--- config.mk ---
export PLATFORM = sky130hd
export DESIGN_NAME = pic_core_param
export DESIGN_NICKNAME = d
export VERILOG_FILES = /design/src/rtl/pic_core_param.sv
export SDC_FILE = /design/constraint.sdc
export NUM_CORES = 1
export LEC_CHECK = 0
export ABC_AREA = 1
export ABC_CLOCK_PERIOD_IN_PS = 24200
export CORE_AREA = 5 5 126 128
export DETAILED_ROUTE_END_ITERATION = 6
export DIE_AREA = 0 0 131 133
export GPL_ROUTABILITY_DRIVEN = 0
export PLACE_DENSITY_LB_ADDON = 0.3
export SKIP_LAST_GASP = 1
export SLEW_MARGIN = 10
export SYNTH_ARGS = -nofsm -noshare
export SYNTH_HDL_FRONTEND = slang
export SYNTH_SLANG_ARGS = --single-unit
--- constraint.sdc ---
create_clock -name CLK -period 24.2 [get_ports CLK]
set_input_delay 7.26 -clock CLK [delete_from_list [all_inputs] [get_ports CLK]]
set_output_delay 7.26 -clock CLK [all_outputs]
set_load 0.005 [all_outputs]
--- src/rtl/pic_core_param.sv ---
// Parametrised 8259A-style interrupt controller: IMR/IRR/ISR, nested or rotating priority, edge/level triggering.
// Optional automatic EOI is built in when the macro PIC_AEOI_EN is defined.
module pic_core_param #(
    parameter int          NUM_IRQ  = 8,
    parameter int          DATA_W   = 32,
    parameter logic [7:0]  VEC_BASE = 8'h20,
    parameter int          ID_W     = $clog2(NUM_IRQ)
) (
    input  logic               CLK,
    input  logic               RST_N,
    input  logic [NUM_IRQ-1:0] irq_i,
    input  logic               wr_en,
    input  logic               rd_en,
    input  logic [1:0]         addr,
    input  logic [DATA_W-1:0]  wdata,
    output logic [DATA_W-1:0]  rdata,
    output logic               int_o,
    input  logic               inta,
    output logic [7:0]         vector_o,
    output logic               vector_valid,
    output logic               spurious_o
);

    logic [NUM_IRQ-1:0] imr_q, imr_d;
    logic [NUM_IRQ-1:0] irr_q, irr_d;
    logic [NUM_IRQ-1:0] isr_q, isr_d;
    logic [NUM_IRQ-1:0] irq_prev_q, irq_prev_d;
    logic [2:0]         ctrl_q, ctrl_d;
    logic [ID_W-1:0]    rot_ptr_q, rot_ptr_d;
    logic [DATA_W-1:0]  rdata_q, rdata_d;
    logic               int_q, int_d;
    logic [7:0]         vector_q, vector_d;
    logic               vector_valid_q, vector_valid_d;
    logic               spurious_q, spurious_d;

    int                 pend_rank_s;
    int                 isr_rank_s;
    logic               ack_hit_s;
    logic [ID_W-1:0]    ack_id_s;
    logic [ID_W-1:0]    eoi_id_s;
    logic [ID_W-1:0]    spec_id_s;
    logic               unused_wdata_s;

    assign unused_wdata_s = ^wdata;

    // Distance of line i from the current top-priority line; 0 is highest.
    function automatic int rank_of(input int i, input int p);
        return (i >= p) ? (i - p) : (i + NUM_IRQ - p);
    endfunction

    // Best (smallest) rank among the set bits of m, NUM_IRQ when m is empty.
    function automatic int best_rank(input logic [NUM_IRQ-1:0] m, input int p);
        int r;
        r = NUM_IRQ;
        for (int i = 0; i < NUM_IRQ; i++) begin
            if (m[i] && (rank_of(i, p) < r)) begin
                r = rank_of(i, p);
            end
        end
        return r;
    endfunction

    function automatic logic [ID_W-1:0] rank_to_id(input int r, input int p);
        int j;
        j = r + p;
        if (j >= NUM_IRQ) begin
            j = j - NUM_IRQ;
        end
        return ID_W'(j);
    endfunction

    function automatic logic [ID_W-1:0] next_ptr(input logic [ID_W-1:0] id);
        return ((int'(id) + 1) >= NUM_IRQ) ? {ID_W{1'b0}} : ID_W'(int'(id) + 1);
    endfunction

    // Arbitration on the current state: the ack winner and the non-specific EOI target.
    always_comb begin
        pend_rank_s = best_rank(irr_q & ~imr_q, int'(rot_ptr_q));
        isr_rank_s  = best_rank(isr_q, int'(rot_ptr_q));
        ack_hit_s   = (pend_rank_s < isr_rank_s);
        ack_id_s    = rank_to_id(pend_rank_s, int'(rot_ptr_q));
        eoi_id_s    = rank_to_id(isr_rank_s, int'(rot_ptr_q));
        spec_id_s   = wdata[ID_W-1:0];
    end

    // Next-state logic: register bus, EOI, acknowledge and request capture, in that precedence.
    always_comb begin
        imr_d          = imr_q;
        ctrl_d         = ctrl_q;
        isr_d          = isr_q;
        rot_ptr_d      = rot_ptr_q;
        irq_prev_d     = irq_i;
        irr_d          = ctrl_q[0] ? irq_i : irr_q;
        rdata_d        = rdata_q;
        vector_d       = vector_q;
        vector_valid_d = 1'b0;
        spurious_d     = 1'b0;

        if (rd_en) begin
            case (addr)
                2'd0:    rdata_d = DATA_W'(imr_q);
                2'd1:    rdata_d = DATA_W'(ctrl_q);
                2'd2:    rdata_d = DATA_W'(isr_q);
                2'd3:    rdata_d = DATA_W'(irr_q);
                default: rdata_d = {DATA_W{1'b0}};
            endcase
        end else begin
            rdata_d = rdata_q;
        end

        if (wr_en) begin
            case (addr)
                2'd0: imr_d = wdata[NUM_IRQ-1:0];
`ifdef PIC_AEOI_EN
                2'd1: ctrl_d = wdata[2:0];
`else
                2'd1: ctrl_d = {1'b0, wdata[1:0]};
`endif
                2'd2: begin
                    if (isr_q == {NUM_IRQ{1'b0}}) begin
                        isr_d = isr_q;
                    end else if (wdata[DATA_W-1]) begin
                        if (int'(spec_id_s) < NUM_IRQ) begin
                            isr_d[spec_id_s] = 1'b0;
                            if (ctrl_q[1] && wdata[DATA_W-2]) begin
                                rot_ptr_d = next_ptr(spec_id_s);
                            end
                        end else begin
                            isr_d = isr_q;
                        end
                    end else begin
                        isr_d[eoi_id_s] = 1'b0;
                        if (ctrl_q[1]) begin
                            rot_ptr_d = next_ptr(eoi_id_s);
                        end
                    end
                end
                default: imr_d = imr_q;
            endcase
        end else begin
            imr_d = imr_q;
        end

        // The acknowledge sees pre-write IMR and pre-EOI ISR, but its ISR set lands after the EOI clear.
        if (inta) begin
            vector_valid_d = 1'b1;
            if (ack_hit_s) begin
                vector_d = VEC_BASE + 8'(ack_id_s);
`ifdef PIC_AEOI_EN
                if (ctrl_q[2]) begin
                    if (ctrl_q[1]) begin
                        rot_ptr_d = next_ptr(ack_id_s);
                    end
                end else begin
                    isr_d[ack_id_s] = 1'b1;
                end
`else
                isr_d[ack_id_s] = 1'b1;
`endif
                if (!ctrl_q[0]) begin
                    irr_d[ack_id_s] = 1'b0;
                end
            end else begin
                spurious_d = 1'b1;
                vector_d   = VEC_BASE + 8'(NUM_IRQ - 1);
            end
        end else begin
            vector_valid_d = 1'b0;
        end

        // A new edge is merged last so it survives an ack clearing the same bit.
        if (!ctrl_q[0]) begin
            irr_d = irr_d | (irq_i & ~irq_prev_q);
        end else begin
            irr_d = irq_i;
        end
    end

    // Interrupt request evaluated on the state that will be registered this cycle.
    always_comb begin
        int_d = (best_rank(irr_d & ~imr_d, int'(rot_ptr_d)) < best_rank(isr_d, int'(rot_ptr_d)));
    end

    // State and output registers.
    always_ff @(posedge CLK or negedge RST_N) begin
        if (!RST_N) begin
            imr_q          <= {NUM_IRQ{1'b1}};
            irr_q          <= {NUM_IRQ{1'b0}};
            isr_q          <= {NUM_IRQ{1'b0}};
            irq_prev_q     <= {NUM_IRQ{1'b0}};
            ctrl_q         <= 3'b000;
            rot_ptr_q      <= {ID_W{1'b0}};
            rdata_q        <= {DATA_W{1'b0}};
            int_q          <= 1'b0;
            vector_q       <= 8'h00;
            vector_valid_q <= 1'b0;
            spurious_q     <= 1'b0;
        end else begin
            imr_q          <= imr_d;
            irr_q          <= irr_d;
            isr_q          <= isr_d;
            irq_prev_q     <= irq_prev_d;
            ctrl_q         <= ctrl_d;
            rot_ptr_q      <= rot_ptr_d;
            rdata_q        <= rdata_d;
            int_q          <= int_d;
            vector_q       <= vector_d;
            vector_valid_q <= vector_valid_d;
            spurious_q     <= spurious_d;
        end
    end

    assign rdata        = rdata_q;
    assign int_o        = int_q;
    assign vector_o     = vector_q;
    assign vector_valid = vector_valid_q;
    assign spurious_o   = spurious_q;

endmodule

==> results.md <==
- Status: finished, final reports clean
- Count of cell types in the netlist: 52
- Worst skew pair latency: 0.30 ns
- First-pass GRT wire length: 34330 um
- Synth-to-Final Area Change: 7.552%
- Clk buf depth: 2
- Global Route Usage Sum: 24.08%
- Crit-path max cell delay: 0.79 ns
- Netlist Area Pre-Place: 8367 um^2
- Inserted Clock Buffers: 5
- Synth cell count leaders: nand2_1, inv_1, ha_1
- Remaining antenna violation count: 0
- Clk sinks: 52
- FFs w/ async S/R, synth: 100.0%
- Worst Tran Pin Value: 0.7590 ns
- Die area: 17420 um^2
- Crit start category: register
- Tmin final: 21.29 ns
- Initial antenna violation count: 0
- Cells after synthesis: 1303
- DRC: 0
- Seq cells post-synth: 52
- GR Overflow Total: 0
- Slew HR: 48.86%
- Worst-case clock skew: 0.006260 ns
- Drt first-iter violations: 574
- Post-CTS setup buffer count: 0
- Largest family of logic cells by synthesized area: simple AND/OR/NAND/NOR gates
- Fmax: 46.98 MHz
- Core area: 14750 um^2
- Compound-Gate Fraction of Synth Area: 15.43%
- Vias after detailed routing: 8186
- Most common cell in the netlist: nand2_1
- Most used cell along the critical path: nand2_1
- Hold Path Class: reg -> reg
- Setup TNS: 0 ns
- Layout fillers: 1448
- Req. time, crit path: 24.44 ns
- Post-Synth XOR/XNOR Area: 0.1047%
- Unrepaired setup endpoints after global routing: no
- Post-CTS sizing: 0
- Mux contribution to synthesized area: 0.2692%
- EDFF count, synth: 0
- Number of vias per cell: 5.316
- Worst-path maximum fanout: 15
- Vias in the first global route: 7718
- Num rows: 45
- CTS tree: done
- Hold violation count in the final report: 0
- Hold Buf Count CTS: 0
- ANT cells: 0
- Final Cycle Share: 87.96%
- Post-DP HPWL: 16710 um
- WL final: 20940 um
- Synth Area in Adders: 21.41%
- CP arrival: 21.52 ns
- Top_reg_cell synth: dfrtp_1
- YS warnings: 0
- Chip width: 131 um
- IO Pins: 90
- Final setup fails: 0
- Buffers on Ports: 39
- Slowest-stage cell, CP: dfrtp_1
- Final Max Tran Viols: 0
- Chip height: 133 um
- CP endpoint kind: register
- Drt first pass iters: 5
- Classification of the worst setup path: reg -> reg
- Synth area leaders: ha_1, nand2_1, dfrtp_1
- Clock transition at path regs: 0.07 ns
- Maxcap violations: 0
- Crit path buffers/inverters: 25
- # nets final: 1540
- Synth top area share: 20.94%
- Clock root cell: clkbuf_16
- Largest net degree at the start of global routing: 53
- Crit-path leading delay family: simple AND/OR/NAND/NOR gates
- Avg Cell Area, Syn: 6.421 um^2
- Most area-hungry cell type in the Yosys netlist: ha_1
- WL per Instance: 13.60 um
- CTS H-Tree Depth: 2
- Initial Util: 56.72%
- Sequential share of the synthesized area: 15.67%
- Ratio of cells with drive above 1 in the final layout: 7.988%
- Simple-gate portion of the synthesized area: 33.09%
[worst reg2reg max path, delay by kind of cell (launching register included)]
kind	cells	cell delay, ns
fa+ha+maj	19	5.55
flops	1	0.79
simple gates	68	6.72
compound gates	23	5.90
buf+inv	25	2.31
[sequential cells by signal (all words and copies together) (netlist names)]
name          count
rdata             8
imr_q             8
irr_q             8
vector_valid      1
vector_o          4
ctrl_q            2
spurious_o        1
isr_q             8
irq_prev_q        8
rot_ptr_q         3
int_o             1
[final timing paths]
check	start	to	slack, ns	cells after the start
setup / recovery	rot_ptr_q[1]	int_o	2.91	135
hold / removal	vector_o[5]	vector_o[5]	0.48	1
setup reg to reg	rot_ptr_q[1]	int_o	2.91	135
hold reg to reg	vector_o[5]	vector_o[5]	0.48	1
max in group asynchronous	RST_N	isr_q[2]	16.69	2
min in group asynchronous	RST_N	vector_valid	7.06	2
[cells by family (layout without fill, tap and decap cells)]
kind of cell             count (synthesis)  count (layout)
AO/OA/AOI/OAI                          212             212
buffers and inverters                  267             275
flip-flops                              52              52
adder cells (fa/ha/maj)                142             142
other                                    1              42
multiplexers                             2               2
AND/OR/NAND/NOR                        626             626
XOR/XNOR                                 1               1
[cell usage in the layout, fill, tap and decap left out, types with 11 or more instances in the layout]
master,Yosys,final
a21oi_1,28,28
clkdlybuf4s50_1,0,38
conb_1,1,42
dfrtp_1,44,44
ha_1,140,140
inv_1,213,213
nand2_1,389,389
nand2_2,44,44
nand2_4,11,11
nand3_1,90,90
nor2_1,66,66
o211ai_1,12,12
o21ai_0,100,99
[layer usage]
| metal | global-route usage [%] | share of wire (%) |
|---|---|---|
| met4 | 10.11 | 3.6 |
| met2 | 43.48 | 51 |
| met5 | 0 | 0 |
| met3 | 1.009 | 3.2 |
| met1 | 29.30 | 43 |
[per-stage QoR]
step | instance area (um^2) | hold slack (ns) | setup slack (ns) | std cells | util, %
4_1_cts | 8999 | 0.4818 | 3.124 | 1540 | 61.00
3_5_place_dp | 8855 | 0.4562 | 3.220 | 1532 | 60.03
6_report | 8999 | 0.4836 | 2.914 | 1540 | 61.00
2_1_floorplan | 8521 | 0.4622 | 6.271 | 1344 | -
3_3_place_gp | 8855 | 0.4530 | 3.630 | 1532 | 60.03
5_1_grt | 8999 | 0.5011 | 0.7030 | 1540 | 61.00
[cell type report]
class | instances | area, um^2 | area share (%)
inverters | 221 | 829.5 | 9.219
well taps | 188 | 235.2 | 2.614
repair buffers | 46 | 437.9 | 4.867
flip-flops and latches | 52 | 1311 | 14.57
clock buffers | 5 | 125.1 | 1.390
multi-input cells | 1025 | 6041 | 67.13
clock inverters | 3 | 18.77 | 0.2086
Power is left out: the tool's default activity adds up to more than one toggle a clock period on the data nets, which glitch-free logic cannot reach.
